--- config.mk ---
export PLATFORM = sky130hd
export DESIGN_NAME = nbcac_tx_arbiter
export DESIGN_NICKNAME = d
export VERILOG_FILES = /design/src/rtl/nbcac_pkg.sv /design/src/rtl/nbcac_17di_encoder_core.sv /design/src/rtl/nbcac_tx_arbiter.sv
export SDC_FILE = /design/constraint.sdc
export NUM_CORES = 1
export LEC_CHECK = 0
export BUFFER_PORTS_ARGS = -buffer_cell sky130_fd_sc_hd__buf_2
export CORE_MARGIN = 5
export CORE_UTILIZATION = 55
export CTS_CLUSTER_SIZE = 20
export DETAILED_ROUTE_END_ITERATION = 7
export GPL_ROUTABILITY_DRIVEN = 0
export PLACE_DENSITY = 0.72
export SYNTH_ARGS = -nofsm -noshare
export SYNTH_HDL_FRONTEND = slang
export SYNTH_HIERARCHICAL = 1
export SYNTH_SLANG_ARGS = --single-unit
export TNS_END_PERCENT = 50
--- constraint.sdc ---
create_clock -name clock -period 39.3 [get_ports clock]
set_clock_uncertainty 0.1 [all_clocks]
set_input_delay 3.93 -clock clock [delete_from_list [all_inputs] [get_ports clock]]
set_output_delay 3.93 -clock clock [all_outputs]
set_load 0.03 [all_outputs]
--- src/rtl/nbcac_pkg.sv ---
// nbcac_pkg
//   Shared definitions for the NBCAC transmit arbiter:
//   - arb_state_e   : arbiter FSM state (IDLE = no owner, BURST = owner locked)
//   - DATA_W        : requester payload width (17)
//   - CODE_W        : NBCAC codeword width (24)
//   - MAX_BURST_LIMIT : largest burst length the arbiter supports
//   - FIB_W         : Fibonacci weights F(2)..F(24) used by the encoder
package nbcac_pkg;

  typedef enum logic {
    IDLE  = 1'b0,
    BURST = 1'b1
  } arb_state_e;

  localparam int MAX_BURST_LIMIT = 16;
  localparam int DATA_W          = 17;
  localparam int CODE_W          = 24;

  // Weight of transition position k is F(k+1); the largest (F(24)) is
  // below 2**16 and the full set can represent any 16-bit value.
  localparam logic [15:0] FIB_W [1:23] = '{
    16'd1,     16'd2,     16'd3,     16'd5,     16'd8,     16'd13,
    16'd21,    16'd34,    16'd55,    16'd89,    16'd144,   16'd233,
    16'd377,   16'd610,   16'd987,   16'd1597,  16'd2584,  16'd4181,
    16'd6765,  16'd10946, 16'd17711, 16'd28657, 16'd46368
  };

endpackage

--- src/rtl/nbcac_17di_encoder_core.sv ---
// nbcac_17di_encoder_core
//   Combinational 17-bit to 24-bit crosstalk-avoidance encoder. The
//   codeword never contains the patterns 010 or 101 on adjacent wires.
//   Ports:
//     v [16:0] : data word in
//     d [24:1] : codeword out
//   Encoding: v[15:0] is written in Zeckendorf form over F(2)..F(24),
//   which gives a 23-bit transition vector with no two adjacent ones.
//   d[1] carries v[16]; each higher wire is the previous wire toggled
//   by its transition bit, so no two neighbouring wire pairs both toggle.
module nbcac_17di_encoder_core
  import nbcac_pkg::*;
(
  input  logic [DATA_W-1:0] v,
  output logic [CODE_W:1]   d
);

  logic [15:0]     rem;
  logic [23:1]     trans;
  logic [CODE_W:1] code;

  // Greedy Fibonacci decomposition from the largest weight down; the
  // greedy choice never selects two neighbouring weights.
  always_comb begin
    rem   = v[15:0];
    trans = '0;
    for (int k = 23; k >= 1; k--) begin
      if (rem >= FIB_W[k]) begin
        trans[k] = 1'b1;
        rem      = rem - FIB_W[k];
      end
    end
  end

  // Integrate the transition vector into wire levels.
  always_comb begin
    code    = '0;
    code[1] = v[16];
    for (int k = 1; k <= 23; k++) begin
      code[k+1] = code[k] ^ trans[k];
    end
  end

  assign d = code;

endmodule

--- src/rtl/nbcac_tx_arbiter.sv ---
// nbcac_tx_arbiter
//   Two-requester burst arbiter in front of a single shared NBCAC encoder
//   with a one-entry registered output slot.
//   Ports:
//     clock                  : rising-edge clock
//     rst                    : synchronous active-high reset
//     reqN_valid/data/ready  : requester N word handshake (N = 0, 1)
//     out_code [24:1]        : registered codeword
//     out_src                : requester that produced out_code
//     out_valid / out_ready  : output slot handshake
//   MAX_BURST : words one requester may send per grant (1..16).
module nbcac_tx_arbiter
  import nbcac_pkg::*;
#(
  parameter int MAX_BURST = 4
) (
  input  logic              clock,
  input  logic              rst,
  input  logic              req0_valid,
  input  logic [DATA_W-1:0] req0_data,
  output logic              req0_ready,
  input  logic              req1_valid,
  input  logic [DATA_W-1:0] req1_data,
  output logic              req1_ready,
  output logic [CODE_W:1]   out_code,
  output logic              out_src,
  output logic              out_valid,
  input  logic              out_ready
);

  localparam int BURST_LEN = (MAX_BURST < 1) ? 1 :
                             (MAX_BURST > MAX_BURST_LIMIT) ? MAX_BURST_LIMIT : MAX_BURST;
  localparam int CNT_W = $clog2(BURST_LEN + 1);
  localparam logic [CNT_W-1:0] FULL_CNT = CNT_W'(BURST_LEN);

  arb_state_e        state_q, state_d;
  logic [CNT_W-1:0]  burst_cnt_q, burst_cnt_d;
  logic              owner_q, owner_d;
  logic              last_owner_q, last_owner_d;
  logic [CODE_W:1]   out_code_q, out_code_d;
  logic              out_src_q, out_src_d;
  logic              out_valid_q, out_valid_d;

  logic              slot_free;
  logic              grant;
  logic              grant_active;
  logic              owner_valid;
  logic              accept;
  logic [DATA_W-1:0] enc_in;
  logic [CODE_W:1]   enc_out;

  // Arbitration. A burst that ran to full length leaves burst_cnt at
  // BURST_LEN; the IDLE cycle that follows grants nobody, which is the
  // one-cycle switch-over. An early release leaves the count short, so
  // the next IDLE cycle arbitrates straight away.
  always_comb begin
    slot_free    = ~out_valid_q | out_ready;
    grant        = 1'b0;
    grant_active = 1'b0;
    owner_valid  = owner_q ? req1_valid : req0_valid;
    case (state_q)
      IDLE: begin
        if (burst_cnt_q != FULL_CNT) begin
          if (req0_valid && req1_valid) begin
            grant        = ~last_owner_q;
            grant_active = 1'b1;
          end else if (req0_valid) begin
            grant        = 1'b0;
            grant_active = 1'b1;
          end else if (req1_valid) begin
            grant        = 1'b1;
            grant_active = 1'b1;
          end
        end
      end
      BURST: begin
        grant        = owner_q;
        grant_active = 1'b1;
      end
      default: ;
    endcase
    req0_ready = grant_active & ~grant & slot_free & ~rst;
    req1_ready = grant_active &  grant & slot_free & ~rst;
    accept     = (req0_ready & req0_valid) | (req1_ready & req1_valid);
  end

  assign enc_in = grant ? req1_data : req0_data;

  nbcac_17di_encoder_core u_encoder (
    .v (enc_in),
    .d (enc_out)
  );

  // Output slot and FSM next state. The codeword and source are only
  // reloaded on an accept so the bus never toggles without new data.
  always_comb begin
    state_d      = state_q;
    burst_cnt_d  = burst_cnt_q;
    owner_d      = owner_q;
    last_owner_d = last_owner_q;
    out_code_d   = out_code_q;
    out_src_d    = out_src_q;
    out_valid_d  = out_valid_q;

    if (accept) begin
      out_code_d  = enc_out;
      out_src_d   = grant;
      out_valid_d = 1'b1;
    end else if (out_ready) begin
      out_valid_d = 1'b0;
    end

    case (state_q)
      IDLE: begin
        if (burst_cnt_q == FULL_CNT) begin
          burst_cnt_d = '0;
        end else if (accept) begin
          last_owner_d = grant;
          if (BURST_LEN > 1) begin
            state_d     = BURST;
            owner_d     = grant;
            burst_cnt_d = CNT_W'(1);
          end
        end
      end
      BURST: begin
        // A stalled but still-valid owner keeps the bus.
        if (!owner_valid) begin
          state_d = IDLE;
        end else if (accept) begin
          burst_cnt_d = burst_cnt_q + CNT_W'(1);
          if (burst_cnt_q + CNT_W'(1) == FULL_CNT) begin
            state_d = IDLE;
          end
        end
      end
      default: ;
    endcase
  end

  // State registers with synchronous reset.
  always_ff @(posedge clock) begin
    if (rst) begin
      state_q      <= IDLE;
      burst_cnt_q  <= '0;
      owner_q      <= 1'b0;
      last_owner_q <= 1'b1;
      out_code_q   <= '0;
      out_src_q    <= 1'b0;
      out_valid_q  <= 1'b0;
    end else begin
      state_q      <= state_d;
      burst_cnt_q  <= burst_cnt_d;
      owner_q      <= owner_d;
      last_owner_q <= last_owner_d;
      out_code_q   <= out_code_d;
      out_src_q    <= out_src_d;
      out_valid_q  <= out_valid_d;
    end
  end

  assign out_code  = out_code_q;
  assign out_src   = out_src_q;
  assign out_valid = out_valid_q;

endmodule

==> out/qor.yml <==
clocking:
  cts_max_level: 2
  clock_tree.root_cell: "clkbuf_16"
  cts_buffer_depth: 2
  hold_buffers: 0
  cts.sink_count: 32
  clk_pin_slew_worst_paths_ns: 0.06
  numCtsBuffers: 5
  worst_skew_pair.late_latency_ns: 0.28
  cts_tree: "done"
routing:
  drcViolationCount: 0
  drt-initial-drc-count: 2669
  via_count: 20209
  drt_wl_total_um: 56220
  wl_per_cell_um: 19.85
  viasPerCell: 7.133
  dr.pass1.iters: 6
  final_antenna_net_count: 0
synth:
  postSynthCellCount: 2438
  ys.warnings.count: 6
  yosys.area.top_type: "xnor2_1"
  synthArstFlopShare_pct: 0
  ys_ff_latch: 32
  netlist_top_cells_area: "xnor2_1 (7.2%), a21oi_1 (4.5%), nand2_1 (4.2%)"
  yosys.area.top_type_share_pct: 7.183
  synth_area_mm2: 0.01780
  ys_seq_area_share_pct: 3.599
  synth.most_common_cell: "nand2_1"
  avgSynthCellArea_um2: 7.302
  syn_nets: 2510
  ys.flop_type: "dfxtp_1"
  netlist_top_cells_count: "nand2_1 (201), nor2_1 (191), a21oi_1 (160), xnor2_1 (146), nand3_1 (124)"
  synth_edf_count: 0
  synth_cell_type_count: 177
final_layout:
  fillers: 3012
  nets: 2502
  regArea_um2: 640.6
  diodes: 0
  fin_util_pct: 57.82
  final_layout_size_suffix_gt1_share_pct: 17.77
  area_growth_pct: 3.022
  multiInputGateArea_mm2: 0.01626
worst_setup_path:
  startpoint_type: "input pin"
  cpMaxStageDelayCell: "or4_1"
  crit_top_cell: "ha_1"
  regToRegSetupSlack_ns: 4.81
  critPathCaptureType: "register"
  reg2regPathDepth: 125
  critPathArrivalTime_ns: 37.37
  cp_max_fo: 24
  worstReg2RegStart: "burst_cnt_q[0]$_SDFFE_PP0P_"
  crit_type: "in -> reg"
  worstPathRequired_ns: 39.41
  cp_slowest_stage_delay_ns: 0.67
  worst_r2r_endpoint: "out_code[22]$_SDFFE_PP0P_"
floorplan:
  initial_core_util_pct: 56.13
  core_area_mm2: 0.03172
  fp.dieW_um: 189.9
  dieArea_mm2: 0.03607
  rows: 65
  die-height_um: 189.9
  io_pins: 67
sta:
  period_share_pct: 94.81
  slew_viol_final: 0
  period_needed_ns: 37.26
  timing.fmax_mhz: 26.84
  slew_headroom_pct: 24.71
  setup_viol: 0
  hold_viol: 0
  worst_slew_pin_slew_ns: 1.126
worst_hold_path:
  hold_class: "reg -> reg"
  hp-start: "out_code[6]$_SDFFE_PP0P_"
  hold_depth: 2
  holdPathEnd: "out_code[6]$_SDFFE_PP0P_"
flow_run:
  maxCapViolations: 0
global_route:
  grt_first_pass_wirelength_um: 90980
  grt_max_degree: 38
  antenna_found_initial: 0
  grt_pass1_vias: 18075
  grt-ovfl-total: 0
  track_usage_pct: 28.86
run_status:
  status: "finished, final reports clean"
placement:
  place_hpwl_um: 44620
  port_buffers: 66
-- registers in the layout (all words and copies together), names as in the netlist --
| signal | count |
|---|---|
| state_q | 1 |
| burst_cnt_q | 3 |
| out_code | 24 |
| out_valid | 1 |
| last_owner_q | 1 |
| owner_q | 1 |
| out_src | 1 |
-- area by class of cell --
class	count	area share [%]
tap	402	2.743
clock buffer	5	0.6822
multi-input combinational	2233	88.66
sequential	32	3.493
inverter	62	1.289
clock inverter	3	0.1023
timing repair buffer	96	3.029
-- routing by layer --
metal	share of wire (%)	routed length [um]	vias up	global-route usage [%]
met3	8.2	4587	175	2.991
li1	-	-	9469	-
met1	43	24020	9507	39.80
met4	3.8	2119	0	9.850
met5	0	0	-	0
met2	45	25490	1058	47.06
-- per-stage QoR --
stage	hold slack (ns)	instances	cell area [um2]	setup TNS [ns]	worst slack, ns
after floorplan	0.3665	2438	17800	0	5.718
after global placement	0.3647	2811	17940	0	1.512
after detailed placement	0.3713	2811	17940	0	0.4666
after CTS	0.3789	2819	18080	0	0.6727
after global routing	0.4130	2833	18340	-0.07241	-0.05714
final	0.3817	2833	18340	0	2.040
-- critical path, delay by kind of cell --
kind	cells	cell delay, ns
AND/OR/NAND/NOR	39	9.09
multiplexers	5	1.53
AO/OA/AOI/OAI	45	12.61
XOR/XNOR	12	4.00
buffers and inverters	11	1.83
adder cells (fa/ha/maj)	14	4.24
-- logic make-up (layout without fill, tap and decap cells) --
| logic type | count (synthesis) | count (layout) | synth area share [%] |
|---|---|---|---|
| XOR/XNOR | 216 | 216 | 11.98 |
| multiplexers | 76 | 76 | 4.758 |
| AND/OR/NAND/NOR | 972 | 972 | 29.91 |
| AO/OA/AOI/OAI | 934 | 934 | 41.38 |
| buffers and inverters | 173 | 166 | 5.953 |
| flip-flops | 32 | 32 | 3.599 |
| adder cells (fa/ha/maj) | 35 | 35 | 2.432 |
-- layout by cell type (no fill, tap or decap), types with 16 or more instances in the layout --
cell type	Yosys	routed
xnor2_1	146	143
nand3_1	124	123
nand2_1	201	201
nor4_1	36	34
or3_1	24	24
o211a_1	21	20
o21a_1	29	29
a21oi_1	160	159
o21ai_1	67	67
nor2_1	191	190
a211oi_1	27	27
buf_4	30	30
o21ai_0	98	97
nand4_1	23	23
dfxtp_1	32	32
xor2_1	47	47
or2_2	25	25
o21bai_1	16	16
and3_1	26	26
mux2i_1	36	35
nand2b_1	33	33
o211ai_1	47	47
a31oi_1	23	23
ha_1	33	33
o22ai_1	22	22
and2_1	35	35
o2111ai_1	20	20
mux2_2	28	28
nor3_1	75	74
buf_2	19	66
o31ai_1	28	28
inv_1	55	55
a21o_1	29	29
-- how the worst max path moves through the flow --
| stage | cells after the start | end | startpoint |
|---|---|---|---|
| 6_report | 126 | out_code[22]$_SDFFE_PP0P_ | req0_valid |
| 5_1_grt | 125 | out_code[22]$_SDFFE_PP0P_ | req0_valid |
| 4_1_cts | 122 | out_code[22]$_SDFFE_PP0P_ | req0_valid |
| 3_5_place_dp | 123 | out_code[22]$_SDFFE_PP0P_ | req0_valid |
| 3_3_place_gp | 123 | out_code[22]$_SDFFE_PP0P_ | req0_valid |
| 2_1_floorplan | 142 | out_code[9]$_SDFFE_PP0P_ | req0_valid |
-- what timing repair did --
action / in CTS / in global routing
buffers inserted: 0 / 14
setup endpoints to repair: 0 / 23
resized for setup: 0 / 26
Power is not shown: default switching activity piles up to over one toggle a cycle in this logic, so the estimate is an artifact.
